[src/rtl/fifo_pkg.sv]
// Shared constants and elaboration-time helpers for the parametrised synchronous FIFO.
package fifo_pkg;

    localparam int DEF_WIDTH = 8;
    localparam int DEF_DEPTH = 8;

    // Smallest r such that 2**r >= n; a depth of 8 gives a 3-bit pointer.
    function automatic int clog2w(input int n);
        int r;
        r = 0;
        while ((1 << r) < n) begin
            r = r + 1;
        end
        return r;
    endfunction

    function automatic bit params_ok(input int width, input int depth,
                                     input int af_thresh, input int ae_thresh);
        bit ok;
        ok = 1'b1;
        if (width < 1) ok = 1'b0;
        if (depth < 2) ok = 1'b0;
        if ((depth & (depth - 1)) != 0) ok = 1'b0;
        if (af_thresh < 0 || af_thresh > depth) ok = 1'b0;
        if (ae_thresh < 0 || ae_thresh >= depth) ok = 1'b0;
        return ok;
    endfunction

endpackage

[src/rtl/fifo_sync_param_if.sv]
// Producer/consumer bundle of the synchronous FIFO; the FIFO itself takes the slave view.
interface fifo_sync_param_if #(
    parameter int WIDTH = fifo_pkg::DEF_WIDTH,
    parameter int DEPTH = fifo_pkg::DEF_DEPTH
);
    localparam int AW = fifo_pkg::clog2w(DEPTH);

    logic             clr;
    logic             wr_en;
    logic [WIDTH-1:0] data_in;
    logic             rd_en;
    logic [WIDTH-1:0] data_out;
    logic             full;
    logic             empty;
    logic             almost_full;
    logic             almost_empty;
    logic [AW:0]      count;
    logic             overflow;
    logic             underflow;

    modport master (
        output clr, wr_en, data_in, rd_en,
        input  data_out, full, empty, almost_full, almost_empty, count, overflow, underflow
    );

    modport slave (
        input  clr, wr_en, data_in, rd_en,
        output data_out, full, empty, almost_full, almost_empty, count, overflow, underflow
    );

endinterface

[src/rtl/fifo_mem_2p.sv]
// Storage array for the FIFO: one synchronous write port, one asynchronous read port, no reset.
module fifo_mem_2p #(
    parameter int WIDTH = 8,
    parameter int DEPTH = 8,
    parameter int AW    = 3
) (
    input  logic             clk,
    input  logic             we,
    input  logic [AW-1:0]    waddr,
    input  logic [WIDTH-1:0] wdata,
    input  logic [AW-1:0]    raddr,
    output logic [WIDTH-1:0] rdata
);

    logic [WIDTH-1:0] mem_q [DEPTH];

    always_ff @(posedge clk) begin
        if (we) begin
            mem_q[waddr] <= wdata;
        end
    end

    assign rdata = mem_q[raddr];

endmodule

[src/rtl/fifo_sync_param.sv]
// Parametrised single-clock FIFO with occupancy count, almost flags, sticky error flags,
// synchronous flush and an optional first-word-fall-through read mode.
module fifo_sync_param
    import fifo_pkg::*;
#(
    parameter int WIDTH     = DEF_WIDTH,
    parameter int DEPTH     = DEF_DEPTH,
    parameter int AF_THRESH = DEPTH - 2,
    parameter int AE_THRESH = 2,
    parameter int FWFT      = 0
) (
    input  logic             clk,
    input  logic             rst_n,
    fifo_sync_param_if.slave bus
);

    localparam int AW = clog2w(DEPTH);
    localparam logic [AW:0] DEPTH_C = (AW+1)'(DEPTH);
    localparam logic [AW:0] AF_C    = (AW+1)'(AF_THRESH);
    localparam logic [AW:0] AE_C    = (AW+1)'(AE_THRESH);

    generate
        if (!params_ok(WIDTH, DEPTH, AF_THRESH, AE_THRESH)) begin : g_bad_params
            $fatal(1, "fifo_sync_param: illegal WIDTH/DEPTH/threshold combination");
        end
    endgenerate

    logic [AW-1:0]    wr_ptr_q, wr_ptr_d;
    logic [AW-1:0]    rd_ptr_q, rd_ptr_d;
    logic [AW:0]      count_q, count_d;
    logic             overflow_q, overflow_d;
    logic             underflow_q, underflow_d;
    logic [WIDTH-1:0] dout_q, dout_d;

    logic             full, empty;
    logic             wr_acc, rd_acc;
    logic             mem_we;
    logic [WIDTH-1:0] mem_rdata;

    assign full   = (count_q == DEPTH_C);
    assign empty  = (count_q == '0);
    // A pop frees a slot in the same edge, so a write into a full FIFO is accepted alongside it.
    assign rd_acc = bus.rd_en & ~empty;
    assign wr_acc = bus.wr_en & (~full | rd_acc);
    assign mem_we = wr_acc & ~bus.clr;

    fifo_mem_2p #(
        .WIDTH (WIDTH),
        .DEPTH (DEPTH),
        .AW    (AW)
    ) u_mem (
        .clk   (clk),
        .we    (mem_we),
        .waddr (wr_ptr_q),
        .wdata (bus.data_in),
        .raddr (rd_ptr_q),
        .rdata (mem_rdata)
    );

    always_comb begin
        wr_ptr_d    = wr_ptr_q;
        rd_ptr_d    = rd_ptr_q;
        count_d     = count_q;
        overflow_d  = overflow_q;
        underflow_d = underflow_q;
        dout_d      = dout_q;
        if (bus.clr) begin
            wr_ptr_d    = '0;
            rd_ptr_d    = '0;
            count_d     = '0;
            overflow_d  = 1'b0;
            underflow_d = 1'b0;
        end else begin
            if (wr_acc) wr_ptr_d = wr_ptr_q + AW'(1);
            if (rd_acc) rd_ptr_d = rd_ptr_q + AW'(1);
            case ({wr_acc, rd_acc})
                2'b10:   count_d = count_q + (AW+1)'(1);
                2'b01:   count_d = count_q - (AW+1)'(1);
                default: count_d = count_q;
            endcase
            overflow_d  = overflow_q  | (bus.wr_en & ~wr_acc);
            underflow_d = underflow_q | (bus.rd_en & ~rd_acc);
            if ((FWFT == 0) && rd_acc) dout_d = mem_rdata;
        end
    end

    always_ff @(posedge clk or negedge rst_n) begin
        if (!rst_n) begin
            wr_ptr_q    <= '0;
            rd_ptr_q    <= '0;
            count_q     <= '0;
            overflow_q  <= 1'b0;
            underflow_q <= 1'b0;
            dout_q      <= '0;
        end else begin
            wr_ptr_q    <= wr_ptr_d;
            rd_ptr_q    <= rd_ptr_d;
            count_q     <= count_d;
            overflow_q  <= overflow_d;
            underflow_q <= underflow_d;
            dout_q      <= dout_d;
        end
    end

    // In FWFT mode the head word is shown straight from the array; forced to 0 while empty.
    assign bus.data_out     = (FWFT != 0) ? (empty ? '0 : mem_rdata) : dout_q;
    assign bus.full         = full;
    assign bus.empty        = empty;
    assign bus.almost_full  = (count_q >= AF_C);
    assign bus.almost_empty = (count_q <= AE_C);
    assign bus.count        = count_q;
    assign bus.overflow     = overflow_q;
    assign bus.underflow    = underflow_q;

endmodule

[src/flat_wrapper.sv]
// flat-port wrapper written by rule: the top's interface ports become plain ports
module fifo_sync_param_flat import fifo_pkg::*;
#(
    parameter int WIDTH     = DEF_WIDTH,
    parameter int DEPTH     = DEF_DEPTH,
    parameter int AF_THRESH = DEPTH - 2,
    parameter int AE_THRESH = 2,
    parameter int FWFT      = 0
)
  (clk, rst_n, bus_clr, bus_wr_en, bus_data_in, bus_rd_en, bus_data_out, bus_full, bus_empty, bus_almost_full, bus_almost_empty, bus_count, bus_overflow, bus_underflow);
  fifo_sync_param_if #(.WIDTH(WIDTH), .DEPTH(DEPTH)) bus_i ();
  input  logic clk;
  input  logic rst_n;
  input wire logic [$bits(bus_i.clr)-1:0] bus_clr;
  input wire logic [$bits(bus_i.wr_en)-1:0] bus_wr_en;
  input wire logic [$bits(bus_i.data_in)-1:0] bus_data_in;
  input wire logic [$bits(bus_i.rd_en)-1:0] bus_rd_en;
  output wire logic [$bits(bus_i.data_out)-1:0] bus_data_out;
  output wire logic [$bits(bus_i.full)-1:0] bus_full;
  output wire logic [$bits(bus_i.empty)-1:0] bus_empty;
  output wire logic [$bits(bus_i.almost_full)-1:0] bus_almost_full;
  output wire logic [$bits(bus_i.almost_empty)-1:0] bus_almost_empty;
  output wire logic [$bits(bus_i.count)-1:0] bus_count;
  output wire logic [$bits(bus_i.overflow)-1:0] bus_overflow;
  output wire logic [$bits(bus_i.underflow)-1:0] bus_underflow;
  assign bus_i.clr = bus_clr;
  assign bus_i.wr_en = bus_wr_en;
  assign bus_i.data_in = bus_data_in;
  assign bus_i.rd_en = bus_rd_en;
  assign bus_data_out = bus_i.data_out;
  assign bus_full = bus_i.full;
  assign bus_empty = bus_i.empty;
  assign bus_almost_full = bus_i.almost_full;
  assign bus_almost_empty = bus_i.almost_empty;
  assign bus_count = bus_i.count;
  assign bus_overflow = bus_i.overflow;
  assign bus_underflow = bus_i.underflow;
  fifo_sync_param #(.WIDTH(WIDTH), .DEPTH(DEPTH), .AF_THRESH(AF_THRESH), .AE_THRESH(AE_THRESH), .FWFT(FWFT)) u_core (.clk(clk), .rst_n(rst_n), .bus(bus_i));
endmodule
[config.mk]
export PLATFORM = sky130hd
export DESIGN_NAME = fifo_sync_param_flat
export DESIGN_NICKNAME = d
export VERILOG_FILES = /design/src/rtl/fifo_pkg.sv /design/src/rtl/fifo_sync_param_if.sv /design/src/rtl/fifo_mem_2p.sv /design/src/rtl/fifo_sync_param.sv /design/src/flat_wrapper.sv
export SDC_FILE = /design/constraint.sdc
export NUM_CORES = 1
export LEC_CHECK = 0
export ABC_AREA = 0
export BUFFER_PORTS_ARGS = -buffer_cell sky130_fd_sc_hd__buf_4
export CORE_MARGIN = 4
export CORE_UTILIZATION = 45
export DETAILED_ROUTE_END_ITERATION = 10
export SETUP_SLACK_MARGIN = 0.4
export SLEW_MARGIN = 20
export SYNTH_ARGS = -nofsm -noshare
export SYNTH_HDL_FRONTEND = slang
export SYNTH_SLANG_ARGS = --single-unit
[constraint.sdc]
create_clock -name clk -period 6.77 [get_ports clk]
set_input_delay 0.677 -clock clk [delete_from_list [all_inputs] [get_ports clk]]
set_output_delay 0.677 -clock clk [all_outputs]
set_load 0.01 [all_outputs]
# Word level (Yosys, flattened, before mapping)
# Memories as Yosys holds them, arrays and structs flattened. A register that Yosys moved wholly into a read port is not among the register bits.
# Index checks and enable logic that the tools add are counted.
# classes
n_addsub,4
n_mul,0
div_mod_pow,0
magnitude_cmp,2
eq_ne,3
shift,0
mux,10
bitwise,13
n_reduce_logical,6
# op_table
cell,count
$mux W3,4
$pmux W4 S2,1
$add A3 B1 Y3 const B,2
$and A1 B1 Y1,5
$not A1 Y1,5
$add A4 B1 Y4 const B,1
$eq A4 B4 Y1 const B,1
$ge A4 B3 Y1 const B,1
$le A4 B2 Y1 const B,1
$logic_not A4 Y1,1
$mux W1,4
$mux W4,1
$reduce_bool A2 Y1,2
$sub A4 B1 Y4 const B,1
$or A1 B1 Y1,3
$reduce_bool A3 Y1,1
$eq A2 B1 Y1 const B,1
$eq A2 B2 Y1 const B,1
$reduce_and A2 Y1,1
$logic_not A1 Y1,1
# word_totals
reg_bits,12
latchBits,0
ramBits,64
rom_bits,0
in_bits,13
out_inout_bits,18
n_memories,1
# mem_list
name,depth,width,read_ports,rd_clocked_by_memory_dff,wr,line_no,rtl
u_core.u_mem.mem_q,8,8,1,1,1,fifo_mem_2p.sv:15,logic [WIDTH-1:0] mem_q [DEPTH];

# Logic depth before layout (Yosys ltp)
# depth
ltp_word,9
mapped_depth,9
depth_no_buf,8

# By module
# From an unflattened synthesis, not the netlist that was laid out.
# hier_totals
hier_cells,205
hier_area_um2,3616.0
# modules_own_cells
mod,n_inst,cells_per_inst,area_each_um2
fifo_mem_2p,1,106,2531.2
fifo_sync_param,1,99,1084.8

# Least setup slack after synthesis
# OpenSTA, ideal clock, no wires.
# synth_path
kind,input-to-reg
start,input bus_rd_en
end,"memory u_core.u_mem.mem_q[0][0], enable pin"
setup_ps,398
arrival_ps,2097
t_required_ps,6372
setup_slack_ps,4275
cell_stages,3
path_buffers,1
path_cell_list,buf_1 > o21ai_4 > nor4b_1
# synth_via
elab_chain_cells,6
# synth_lines
element,line_no,rtl
from (decl),flat_wrapper.sv:17,input wire logic [$bits(bus_i.rd_en)-1:0] bus_rd_en;
$and A1 B1 Y1,fifo_sync_param.sv:43,assign rd_acc = bus.rd_en & ~empty;
$or A1 B1 Y1,fifo_sync_param.sv:44,assign wr_acc = bus.wr_en & (~full | rd_acc);
$and A1 B1 Y1,fifo_sync_param.sv:44,
$and A1 B1 Y1,fifo_sync_param.sv:45,assign mem_we = wr_acc & ~bus.clr;
$mux W1,fifo_mem_2p.sv:18,if (we) begin
$mux W1 (not written as such),fifo_mem_2p.sv:19,mem_q[waddr] <= wdata;
to (decl),fifo_mem_2p.sv:15,
# No other way between the ends.

# Worst setup path after layout
# layout_path
start,register u_core.count_q[0] (netlist: u_core.bus.count[0])
end,register u_core.count_q[3] (netlist: u_core.bus.count[3])
# layout_via
elab_chain_cells,8
# layout_lines
element,line_no,rtl
from (decl),fifo_sync_param.sv:30,"logic [AW:0] count_q, count_d;"
from (signal assigned),fifo_sync_param.sv:98,count_q <= count_d;
$logic_not A4 Y1,fifo_sync_param.sv:41,assign empty = (count_q == '0);
$not A1 Y1,fifo_sync_param.sv:43,
$and A1 B1 Y1,fifo_sync_param.sv:43,
$or A1 B1 Y1,fifo_sync_param.sv:44,
$and A1 B1 Y1,fifo_sync_param.sv:44,
$eq A2 B1 Y1 / $eq A2 B2 Y1 (equally long branches),fifo_sync_param.sv:76,"case ({wr_acc, rd_acc})"
$pmux W4 S2,fifo_sync_param.sv:76,
$mux W4,fifo_sync_param.sv:67,if (bus.clr) begin
# Parallel ways exist; a longest one is shown, timed or not.
# A chain may end at the register's enable or synchronous reset.

==> metrics.txt <==
number of antenna violations at the first check in global routing=0; post-synthesis mux area share=between 10% and 20%; flip-flop cell with the highest count after synthesis=edfxtp_1; portion of the clock cycle consumed by the worst path in the final layout=37.1%; synthesized-area fraction occupied by ao, oa, aoi and oai cells=5.34%; clock tree from TritonCTS=done; worst clock skew=~0.012 ns; Synth top area share=a little over half; vias in the first global route=1726; Lkg Pwr=between 1 and 1.5 nW; highest fanout seen on the critical path=11; I/O pin count=31; highest clock frequency the design can meet=398 MHz; setup repair after global routing missed its margin=false; actual slew at the worst max-slew pin=~0.99 ns; DRC violation total after the first TritonRoute iteration=88; share of final-layout standard cells stronger than drive strength 1=approximately 29%; total of max-cap violations=0; final non-filler cell total=345; number of pins exceeding their max-slew limit in the final report=0; clock-pin slew on the worst setup and hold paths=0.09 ns; global route overflow=0; drt pass-1 iters=4; FP Rows=31; Final Routed Wirelength=roughly 6200 um; number of nets produced by synthesis=232; final-layout setup total negative slack=0 ns; result of the run=completed; antenna cells=0; Die Ht=96.4 um; Worst Setup Slack post-DPL=approximately 4 ns; Sinks on Clock Net=84; number of flops mapped to enable cells by yosys=64; average size of a mapped cell=16.4 sq um; buffer count from post-CTS setup fixing=0; sequential standard cell area=~0.0024 sq mm; maximum buffer depth of the clock tree=2; dominant combinational cell family by area after synthesis=multiplexers; average detailed-routed wire length per instance=roughly 18 um; Chip Width=a little under 100 um; H-tree level count=3; FILL cells=609; type of element capturing the critical path=flop; signed area change from the synthesized netlist to the final layout=14.8%; maximum resistive drop on vdd=about 180 uV; maximum number of pins on one net before global-route repair=21; number of flip-flops and latches in the synthesized netlist=84; Synth cell types=41; worst min-delay path class=input port to asynchronous set/reset pin; Synth Instances=214; remaining antenna violation count=0; YS warnings=0; area of the core=about 0.0074 sq mm; quantity of I/O buffers inserted on ports=30; PnR worst setup slack=between 4 and 5 ns; area leader, netlist=edfxtp_1; final net count=259; vias post-DR=roughly 1800; Simple-Gate Fraction of Synth Area=about 6.3%; Synth area leaders=edfxtp_1, dfrtp_1, mux4_2; wire length of the first global-routing pass=between 9000 and 10000 um; final setup violating endpoints=0; hold slack final=between 0.15 and 0.2 ns; detail-routed via count per cell=between 5 and 6; total die area=a little over 0.009 sq mm; Pwr Density=311 mW/mm^2; initial standard-cell utilization of the core=between 40% and 50%; CTS buffer count=9; arrival time of data at the critical path endpoint=2.73 ns; type of the worst setup path=flop to flop; top-count cell post-synth=edfxtp_1; crit start category=flop; relative max-transition margin=roughly a third; post-detailed-route DRC marker count=0; total global-route track usage=approximately 15%; total placed instance area=0.00382 sq mm; clock period minus final worst setup slack=between 2 and 3 ns; placed wire-length estimate=about 4000 um; count of instances resized after the clock tree is built=0; final weighted congestion in routability-driven placement=around 0.8; post-synthesis async set-or-reset flop share=23.8%; Hold Buf Count CTS=0; area taken by multi-input logic gates=~0.0010 sq mm; CTS Root Buffer Type=clkbuf_8; Critical Path RT=between 6 and 7 ns; Inst Count DP=329; cell area after technology mapping=0.00351 sq mm; summed area of non-filler cells in the final layout=0.00403 sq mm; clock insertion delay at the later pin of the skew report=roughly 0.35 ns; Post-synth top cells=edfxtp_1, dfrtp_1, mux4_2; area share of xor/xnor cells in the synthesized design=1.50%; sequential share of the synthesized area=between 60% and 70%; Final Hold Violating Endpoints=0; Synth Area in Adders=1.99%
-- final timing paths --
| path | startpoint | endpoint | slack [ns] | cells after the start |
|---|---|---|---|---|
| worst min register to register | u_core.bus.data_out[2]$_DFFE_PN0P_ | u_core.bus.data_out[2]$_DFFE_PN0P_ | 0.48 | 2 |
| min in group clk | u_core.bus.data_out[2]$_DFFE_PN0P_ | u_core.bus.data_out[2]$_DFFE_PN0P_ | 0.48 | 2 |
| worst max register to register | u_core.bus.count[0]$_DFFE_PN0P_ | u_core.bus.count[3]$_DFFE_PN0P_ | 4.26 | 8 |
| worst max-delay path | u_core.bus.count[0]$_DFFE_PN0P_ | u_core.bus.count[3]$_DFFE_PN0P_ | 4.26 | 8 |
| max in group asynchronous | rst_n | u_core.rd_ptr_q[0]$_DFFE_PN0P_ | 6.37 | 1 |
| worst min-delay path | rst_n | u_core.wr_ptr_q[0]$_DFFE_PN0P_ | 0.19 | 1 |
-- sequential cells by signal, indices dropped and copies added, names as in the netlist --
name                  count
u_core.bus.overflow       1
u_core.u_mem.mem_q       64
u_core.bus.data_out       8
u_core.bus.count          4
u_core.wr_ptr_q           3
u_core.bus.underflow      1
u_core.rd_ptr_q           3
-- cells by family after synthesis --
| kind of cell | Yosys count |
|---|---|
| buf+inv | 19 |
| mux | 26 |
| simple gates | 45 |
| flops | 84 |
| xor+xnor | 6 |
| fa+ha+maj | 5 |
| compound gates | 29 |
-- power by group --
part / switching [mW] / internal [mW] / total [mW]
Sequential: 0.0367 / 0.594 / 0.630
Combinational: 0.125 / 0.135 / 0.261
Clock: 0.187 / 0.176 / 0.363
-- cell usage in the layout (no fill, tap or decap), types with 2 or more instances in the layout --
master,n
a211oi_1,2
a21o_1,2
a21oi_1,5
a31oi_1,2
buf_4,31
clkbuf_8,9
dfrtp_1,20
edfxtp_1,64
ha_1,4
inv_1,3
inv_6,2
mux2i_1,10
mux4_2,16
nand2_1,13
nand3_1,5
nor2_1,13
nor2b_1,2
nor3_2,3
o211ai_1,2
o21ai_0,7
o21ai_1,4
xor2_1,5
-- metrics by stage --
stage	power (mW)	utilization, %
finish	1.25	54.5
CTS	1.27	54.4
global placement	0.904	51.4
detailed placement	0.909	51.6
global route	1.32	54.5
floorplan	0.812	-
-- cell type report --
class,count,area share [%]
sequential,84,60.0
clock inverter,7,1.99
inverter,4,0.372
tap,99,3.07
timing repair buffer,31,5.77
multi-input combinational,111,25.7
clock buffer,9,3.07
-- per-layer routing --
layer	up-vias	track usage, %	part of all wire [%]
met1	885	21.1	48
met4	0	6.66	1.8
li1	886	-	-
met3	12	2.81	4.0
met2	34	22.4	47
met5	-	0	0
-- worst max-delay path, cell delays in order (launching register included) --
cell      delay (ns)
dfrtp_1         0.52
or4_4           0.62
nand2_1         0.12
inv_1           0.10
ha_1            0.28
a211oi_1        0.34
o21ai_0         0.16
o311ai_0        0.12
a31oi_1         0.12
No activity file was read; power rests on OpenSTA's default activity.
